==> config.mk <==
export PLATFORM = sky130hd
export DESIGN_NAME = tqvp_bus_initiator
export DESIGN_NICKNAME = d
export VERILOG_FILES = /design/src/rtl/tqvp_bus_initiator.sv
export SDC_FILE = /design/constraint.sdc
export NUM_CORES = 1
export LEC_CHECK = 0
export BUFFER_PORTS_ARGS = -buffer_cell sky130_fd_sc_hd__buf_4
export CAP_MARGIN = 20
export CORE_ASPECT_RATIO = 1.4
export CORE_MARGIN = 2
export CORE_UTILIZATION = 42
export CTS_CLUSTER_DIAMETER = 60
export DETAILED_ROUTE_END_ITERATION = 6
export GPL_TIMING_DRIVEN = 0
export PLACE_DENSITY = 0.87
export SLEW_MARGIN = 5
export SYNTH_ARGS = -nofsm -noshare
export SYNTH_HDL_FRONTEND = slang
export SYNTH_SLANG_ARGS = --single-unit
==> constraint.sdc <==
create_clock -name clk -period 2 [get_ports clk]
set_input_delay 0.4 -clock clk [delete_from_list [all_inputs] [get_ports clk]]
set_output_delay 0.4 -clock clk [all_outputs]
set_load 0.02 [all_outputs]
==> src/rtl/tqvp_bus_initiator.sv <==
// Single-command initiator for the TinyQV peripheral data bus: issues one read or write,
// waits for data_ready (or a timeout), then returns the result on a valid/ready response port.
module tqvp_bus_initiator #(
  parameter int TIMEOUT_CYCLES = 16
) (
  input  logic        clk,
  input  logic        rst_n,
  input  logic        cmd_valid,
  output logic        cmd_ready,
  input  logic        cmd_write,
  input  logic [1:0]  cmd_size,
  input  logic [5:0]  cmd_addr,
  input  logic [31:0] cmd_wdata,
  output logic        rsp_valid,
  input  logic        rsp_ready,
  output logic [31:0] rsp_rdata,
  output logic        rsp_err,
  output logic [5:0]  per_address,
  output logic [31:0] per_data_in,
  output logic [1:0]  per_data_write_n,
  output logic [1:0]  per_data_read_n,
  input  logic [31:0] per_data_out,
  input  logic        per_data_ready
);

  // state  | meaning
  // IDLE   | cmd_ready high, waiting for a command
  // ACCESS | strobe driven, waiting for per_data_ready or timeout
  // RESP   | response held until rsp_ready
  typedef enum logic [1:0] {ST_IDLE, ST_ACCESS, ST_RESP} state_t;

  localparam int CW = (TIMEOUT_CYCLES < 1) ? 1 : $clog2(TIMEOUT_CYCLES + 1);

  state_t      state_q, state_d;
  logic        cmd_ready_q, cmd_ready_d;
  logic        rsp_valid_q, rsp_valid_d;
  logic [31:0] rsp_rdata_q, rsp_rdata_d;
  logic        rsp_err_q, rsp_err_d;
  logic [5:0]  per_address_q, per_address_d;
  logic [31:0] per_data_in_q, per_data_in_d;
  logic [1:0]  write_n_q, write_n_d;
  logic [1:0]  read_n_q, read_n_d;
  logic        write_q, write_d;
  logic [1:0]  size_q, size_d;
  logic [CW-1:0] cnt_q, cnt_d;
  logic [31:0] rdata_masked;

  always_comb begin
    case (size_q)
      2'b00:   rdata_masked = {24'b0, per_data_out[7:0]};
      2'b01:   rdata_masked = {16'b0, per_data_out[15:0]};
      default: rdata_masked = per_data_out;
    endcase
  end

  always_comb begin
    state_d       = state_q;
    cmd_ready_d   = cmd_ready_q;
    rsp_valid_d   = rsp_valid_q;
    rsp_rdata_d   = rsp_rdata_q;
    rsp_err_d     = rsp_err_q;
    per_address_d = per_address_q;
    per_data_in_d = per_data_in_q;
    write_n_d     = write_n_q;
    read_n_d      = read_n_q;
    write_d       = write_q;
    size_d        = size_q;
    cnt_d         = cnt_q;
    case (state_q)
      ST_IDLE: begin
        if (cmd_valid && cmd_ready_q) begin
          write_d       = cmd_write;
          size_d        = cmd_size;
          per_address_d = cmd_addr;
          per_data_in_d = cmd_wdata;
          cmd_ready_d   = 1'b0;
          if (cmd_size == 2'b11) begin
            // Illegal size never touches the peripheral.
            state_d     = ST_RESP;
            rsp_valid_d = 1'b1;
            rsp_err_d   = 1'b1;
            rsp_rdata_d = 32'b0;
          end else begin
            state_d = ST_ACCESS;
            cnt_d   = '0;
            if (cmd_write) write_n_d = cmd_size;
            else           read_n_d  = cmd_size;
          end
        end
      end
      ST_ACCESS: begin
        if (per_data_ready) begin
          state_d     = ST_RESP;
          write_n_d   = 2'b11;
          read_n_d    = 2'b11;
          rsp_valid_d = 1'b1;
          rsp_err_d   = 1'b0;
          rsp_rdata_d = write_q ? 32'b0 : rdata_masked;
        end else if (TIMEOUT_CYCLES != 0 && (int'(cnt_q) + 1) == TIMEOUT_CYCLES) begin
          state_d     = ST_RESP;
          write_n_d   = 2'b11;
          read_n_d    = 2'b11;
          rsp_valid_d = 1'b1;
          rsp_err_d   = 1'b1;
          rsp_rdata_d = 32'b0;
        end else if (cnt_q != '1) begin
          cnt_d = cnt_q + 1'b1;
        end
      end
      ST_RESP: begin
        if (rsp_ready) begin
          state_d     = ST_IDLE;
          rsp_valid_d = 1'b0;
          cmd_ready_d = 1'b1;
        end
      end
      default: state_d = ST_IDLE;
    endcase
  end

  always_ff @(posedge clk or negedge rst_n) begin
    if (!rst_n) begin
      state_q       <= ST_IDLE;
      cmd_ready_q   <= 1'b1;
      rsp_valid_q   <= 1'b0;
      rsp_rdata_q   <= 32'b0;
      rsp_err_q     <= 1'b0;
      per_address_q <= 6'b0;
      per_data_in_q <= 32'b0;
      write_n_q     <= 2'b11;
      read_n_q      <= 2'b11;
      write_q       <= 1'b0;
      size_q        <= 2'b00;
      cnt_q         <= '0;
    end else begin
      state_q       <= state_d;
      cmd_ready_q   <= cmd_ready_d;
      rsp_valid_q   <= rsp_valid_d;
      rsp_rdata_q   <= rsp_rdata_d;
      rsp_err_q     <= rsp_err_d;
      per_address_q <= per_address_d;
      per_data_in_q <= per_data_in_d;
      write_n_q     <= write_n_d;
      read_n_q      <= read_n_d;
      write_q       <= write_d;
      size_q        <= size_d;
      cnt_q         <= cnt_d;
    end
  end

  assign cmd_ready        = cmd_ready_q;
  assign rsp_valid        = rsp_valid_q;
  assign rsp_rdata        = rsp_rdata_q;
  assign rsp_err          = rsp_err_q;
  assign per_address      = per_address_q;
  assign per_data_in      = per_data_in_q;
  assign per_data_write_n = write_n_q;
  assign per_data_read_n  = read_n_q;

endmodule

; ---- Yosys cells after proc, flatten, opt, wreduce, memory -nomap -nowiden
; Index checks and enable logic that the tools add are counted.
[totals]
reg_bits = 87
latchBits = 0
ramBits = 0
romBits = 0
input_bits = 78
output_inout_bits = 77
word_cells = 84
mem_count = 0
[classes]
add_sub_neg = 2
n_mul = 0
n_div = 0
magnitude_cmp = 0
n_eq_ne = 16
shift = 0
muxes = 40
bitwise_logic = 0
n_reduce_logical = 14
[op_table]
columns = cell, count
row1 = $mux 32, 5
row2 = $pmux 32 s2, 2
row3 = $mux 2, 13
row4 = $mux 5, 5
row5 = $ne 2x2->1 const B, 9
row6 = $reduce_and 5->1, 3
row7 = $pmux 5 s2, 1
row8 = $mux 1, 8
row9 = $pmux 2 s2, 2
row10 = $add 5x1->6 const B, 1
row11 = $eq 6x5->1 const B, 1
row12 = $pmux 2 s3, 1
row13 = $reduce_and 3->1, 2
row14 = $reduce_and 6->1, 1
row15 = $add 5x1->5 const B, 1
row16 = $ne 5x5->1 const B, 1
row17 = $eq 2x1->1 const B, 2
row18 = $eq 2x2->1 const B, 2
row19 = $logic_not 2->1, 2
row20 = $pmux 1 s2, 2
row21 = $reduce_and 4->1, 1
row22 = $reduce_bool 2->1, 2
row23 = $ne 3x3->1 const B, 1
row24 = $pmux 1 s3, 1
row25 = 3 further kinds, 3

; ---- Longest topological paths before layout
[logic_depth]
depth_word = 5
depth_mapped = 8
depth_no_buf = 7

; ---- Worst setup path after synthesis
; No wires, ideal clock.
[synth_timing]
kind = register -> register
from = register cnt_q[0]
to = register cnt_q[2]
setup_time_ns = 0.124
arrival_time_ns = 1.942
t_required_ns = 1.876
path_slack_ns = -0.066
stages_incl_launch_ff = 8
n_path_buf = 1
synth_period_minus_slack_ns = 2.066
cell_sequence = dfrtp_1 ha_1 and3_1 ha_1 or3_1 buf_2 o21a_1 a211o_1
[synth_between]
elab_chain_len = 5
elab_cells_between_ends = 11
classes_between = 2 x add/sub / 4 x eq/ne / 4 x mux / 1 x reduce/logical
[synth_lines]
columns = element, line
row1 = start: declaration, 45  ; logic [CW-1:0] cnt_q, cnt_d;
row2 = start signal: assignment, 147  ; cnt_q <= cnt_d;
row3 = branches (longest 5 deep; another with $add 5x1->6), n/a
; Several ways; the timed one is not identified. The select of a mux whose other input is x is not followed.
; A chain may end at the register's enable or synchronous reset.

; ---- Final worst setup path
[layout_timing]
from = register cnt_q[0]
to = register rsp_rdata_q[25] (netlist: rsp_rdata[25])
[layout_between]
elab_chain_len = 4
[layout_lines]
columns = element, line
row1 = $add 5x1->6, 99  ; end else if (TIMEOUT_CYCLES != 0 && (int'(cnt_q) + 1) == TIMEOUT_CYCLES) begin
row2 = $eq 6x5->1, 99
row3 = $ne 3x3->1 (no line), n/a
row4 = $reduce_and 4->1 (no line), n/a
row5 = end signal: assignment, 139  ; rsp_rdata_q <= rsp_rdata_d;
row6 = end: declaration, 37  ; logic [31:0] rsp_rdata_q, rsp_rdata_d;
; Every way passes these cells.

==> flow_summary.yaml <==
sta:
  fin_worst_skew_ns: 0.006389
  rsz0062_at_grt: "yes"
  hold_viol_final: 0
  setup_viol: 0
  timing.hold.ws_ns: 0.2463
  fmax_mhz: 501.5
  tightest_slew_ns: 0.4698
  maxSlewHeadroom: 0.6841
  setup_ws_ns: 0.006044
  layout_worst_path_cycle_share: 0.9970
  min_period_ns: 1.994
  drv_slew: 0
worst_setup_path:
  worstSetupPathType: "reg2reg"
  cp_max_fo: 7
  end_kind: "flip-flop"
  arrival_ns: 2.21
  startpoint_type: "flip-flop"
  worstPathRequired_ns: 2.21
global_route:
  overflow: 0
  antenna_found_initial: 0
  grt_max_degree: 88
  grt_pass1_wl_mm: 14.59
  grt_usage: 0.2061
  grt_pass1_vias: 3157
power:
  vdd_drop_max_mv: 1.053
  power_density_mw_per_mm2: 1495
  p_leak_nw: 2.822
  power.total_mw: 7.859
floorplan:
  rows: 39
  core_mm2: 0.008051
  fp.dieH_um: 111.3
  die_w_um: 80.62
  initial_core_util: 0.4287
  die_area_mm2: 0.008971
  ioPinCount: 155
placement:
  dp_hpwl_mm: 6.503
  gp_congestion: 0.8183
  dp_worst_setup_slack_ns: -0.2020
  io_buffer_count: 154
logic_synthesis:
  synth-edff-count: 0
  synth-seq-cells: 87
  synth_area_per_cell_um2: 10.56
  syn_inst: 327
  ys.flop_type: "dfrtp_1"
  yosysUniqueCellTypes: 35
  synthesis.area_mm2: 0.003452
  ys_warn_count: 0
  yosysSeqAreaShare: 0.6325
  syn_nets: 407
  async_flop_share: 1.000
route:
  drt_iter0_markers: 172
  drc_errors: 0
  ant_nets: 0
  dr.pass1.iters: 4
  wirelength_mm: 9.027
  vias: 3111
  routedWlPerCell_um: 14.80
  viasPerCell: 5.100
flow_run:
  max_cap_violations: 0
clock_network:
  insertion_delay_ns: 0.33
  cts_num_sinks: 87
  cts_root_buffer: "clkbuf_16"
  clk_path_buf_depth: 2
  clk_pin_slew_ns: 0.06
  cts_tree: "done"
  numCtsBuffers: 9
  h-tree-depth: 3
cells_and_area:
  fin_nets: 583
  drive_gt1_frac: 0.4055
  multiInputGateArea_mm2: 0.001227
  syn2layout_area_growth_pct: 52.30
  antenna_cells: 0
  fill_cells: 637
  regArea_mm2: 0.002183
outcome:
  status: "completed"
worst_hold_path:
  min_path_type: "in2reg"
-- cells in the final DEF, fill, tap and decap left out, types with 3 or more instances in the layout --
cell,count
o21ai_0,5
inv_1,6
nand3_1,3
a22o_1,32
nor3_1,3
o31ai_1,5
nand2_1,130
dfrtp_1,82
dfstp_2,5
buf_2,3
clkbuf_1,9
clkbuf_16,9
nor3b_1,3
a21oi_2,3
buf_4,166
a21o_1,3
-- kinds of logic after synthesis --
kind of cell | count (synthesis) | synth area share
DFF | 87 | 0.6325
buffers and inverters | 23 | 0.02863
adders and majority gates | 2 | 0.007248
and+or+nand+nor | 152 | 0.1877
AOI/OAI and AO/OA | 63 | 0.1439
-- sequential cells by signal, summed over array words and instances, names as in the netlist --
| name | cells |
|---|---|
| write_q | 1 |
| rsp_rdata | 32 |
| per_data_write_n | 2 |
| state_q | 2 |
| rsp_valid | 1 |
| cnt_q | 5 |
| per_address | 6 |
| per_data_in | 32 |
| rsp_err | 1 |
| per_data_read_n | 2 |
| size_q | 2 |
| cmd_ready | 1 |
-- metal layers --
metal	part of all wire	vias to the layer above	GRT usage	wire [um]
li1	-	1464	-	-
met1	0.39	1493	0.2552	3498
met2	0.51	137	0.3406	4646
met3	0.078	17	0.04886	700
met4	0.020	0	0.08701	182
met5	0	-	0	0
-- critical path, cell delays in order (launching register included) --
cell	delay, ns
dfrtp_1	0.38
ha_2	0.20
and3_4	0.15
ha_4	0.27
nand4_1	0.11
a21oi_2	0.22
o21ai_4	0.13
buf_4	0.18
a22o_1	0.23
-- layout make-up --
type / instances / area share
well taps: 102 / 0.02427
multi-input cells: 217 / 0.2335
repair buffers: 166 / 0.2413
clock buffers: 11 / 0.04807
inverters: 6 / 0.004284
flip-flops and latches: 87 / 0.4153
clock inverters: 5 / 0.01690
plain buffers: 16 / 0.01642
-- where the power goes --
part	total [mW]	internal (mW)	switching, mW	leakage, nW
logic	3.11	1.41	1.71	1.53
registers	2.91	2.46	0.448	1.12
clock network	1.84	1.17	0.664	0.168
-- Yosys cell counts (2+ instances only) --
library cell	count	area (um2)
nand2_1	130	488.0
dfrtp_1	82	2052
a22o_1	32	280.3
clkbuf_1	9	33.78
buf_2	7	35.03
inv_1	6	22.52
a21oi_1	5	25.02
dfstp_2	5	131.4
o21ai_0	5	25.02
o31ai_1	5	37.54
a21o_1	3	22.52
nand3_1	3	15.01
nor3_1	3	15.01
nor3b_1	3	22.52
a211o_1	2	17.52
a22oi_1	2	15.01
a2bb2oi_1	2	17.52
ha_1	2	25.02
nor2b_1	2	12.51
o211ai_1	2	15.01
o21a_1	2	15.01
or3_1	2	12.51
-- repair_timing --
item                       4_1_cts  5_1_grt
gates resized for setup          8        7
setup endpoints to repair       40       38
hold endpoints to repair         0       16
hold buffers                     0        1
buffers inserted                 4        5
gates cloned                     0        1
pin swaps                        2        6
-- worst paths after layout --
| kind | from | endpoint | slack (ns) | depth (start not counted) |
|---|---|---|---|---|
| min | rsp_ready | state_q[1] | 0.25 | 2 |
| min in group asynchronous | rst_n | rsp_rdata[26] | 0.48 | 2 |
| max reg2reg | cnt_q[0] | rsp_rdata[25] | 0.006 | 8 |
| min reg2reg | per_data_read_n[1] | per_data_read_n[1] | 0.46 | 2 |
| max | cnt_q[0] | rsp_rdata[25] | 0.006 | 8 |
| max in group asynchronous | rst_n | cmd_ready | 0.88 | 3 |
-- stage by stage --
stage                       util  setup TNS, ns  std cells  cell area, um2
after floorplan                -              0        327            3461
after global placement    0.5893         -2.780        583            4745
after detailed placement  0.5893         -5.380        583            4745
after CTS                 0.6396              0        603            5150
after global routing      0.6530         -1.174        610            5258
final                     0.6530              0        610            5258
Power figures use the tool's default switching activity.
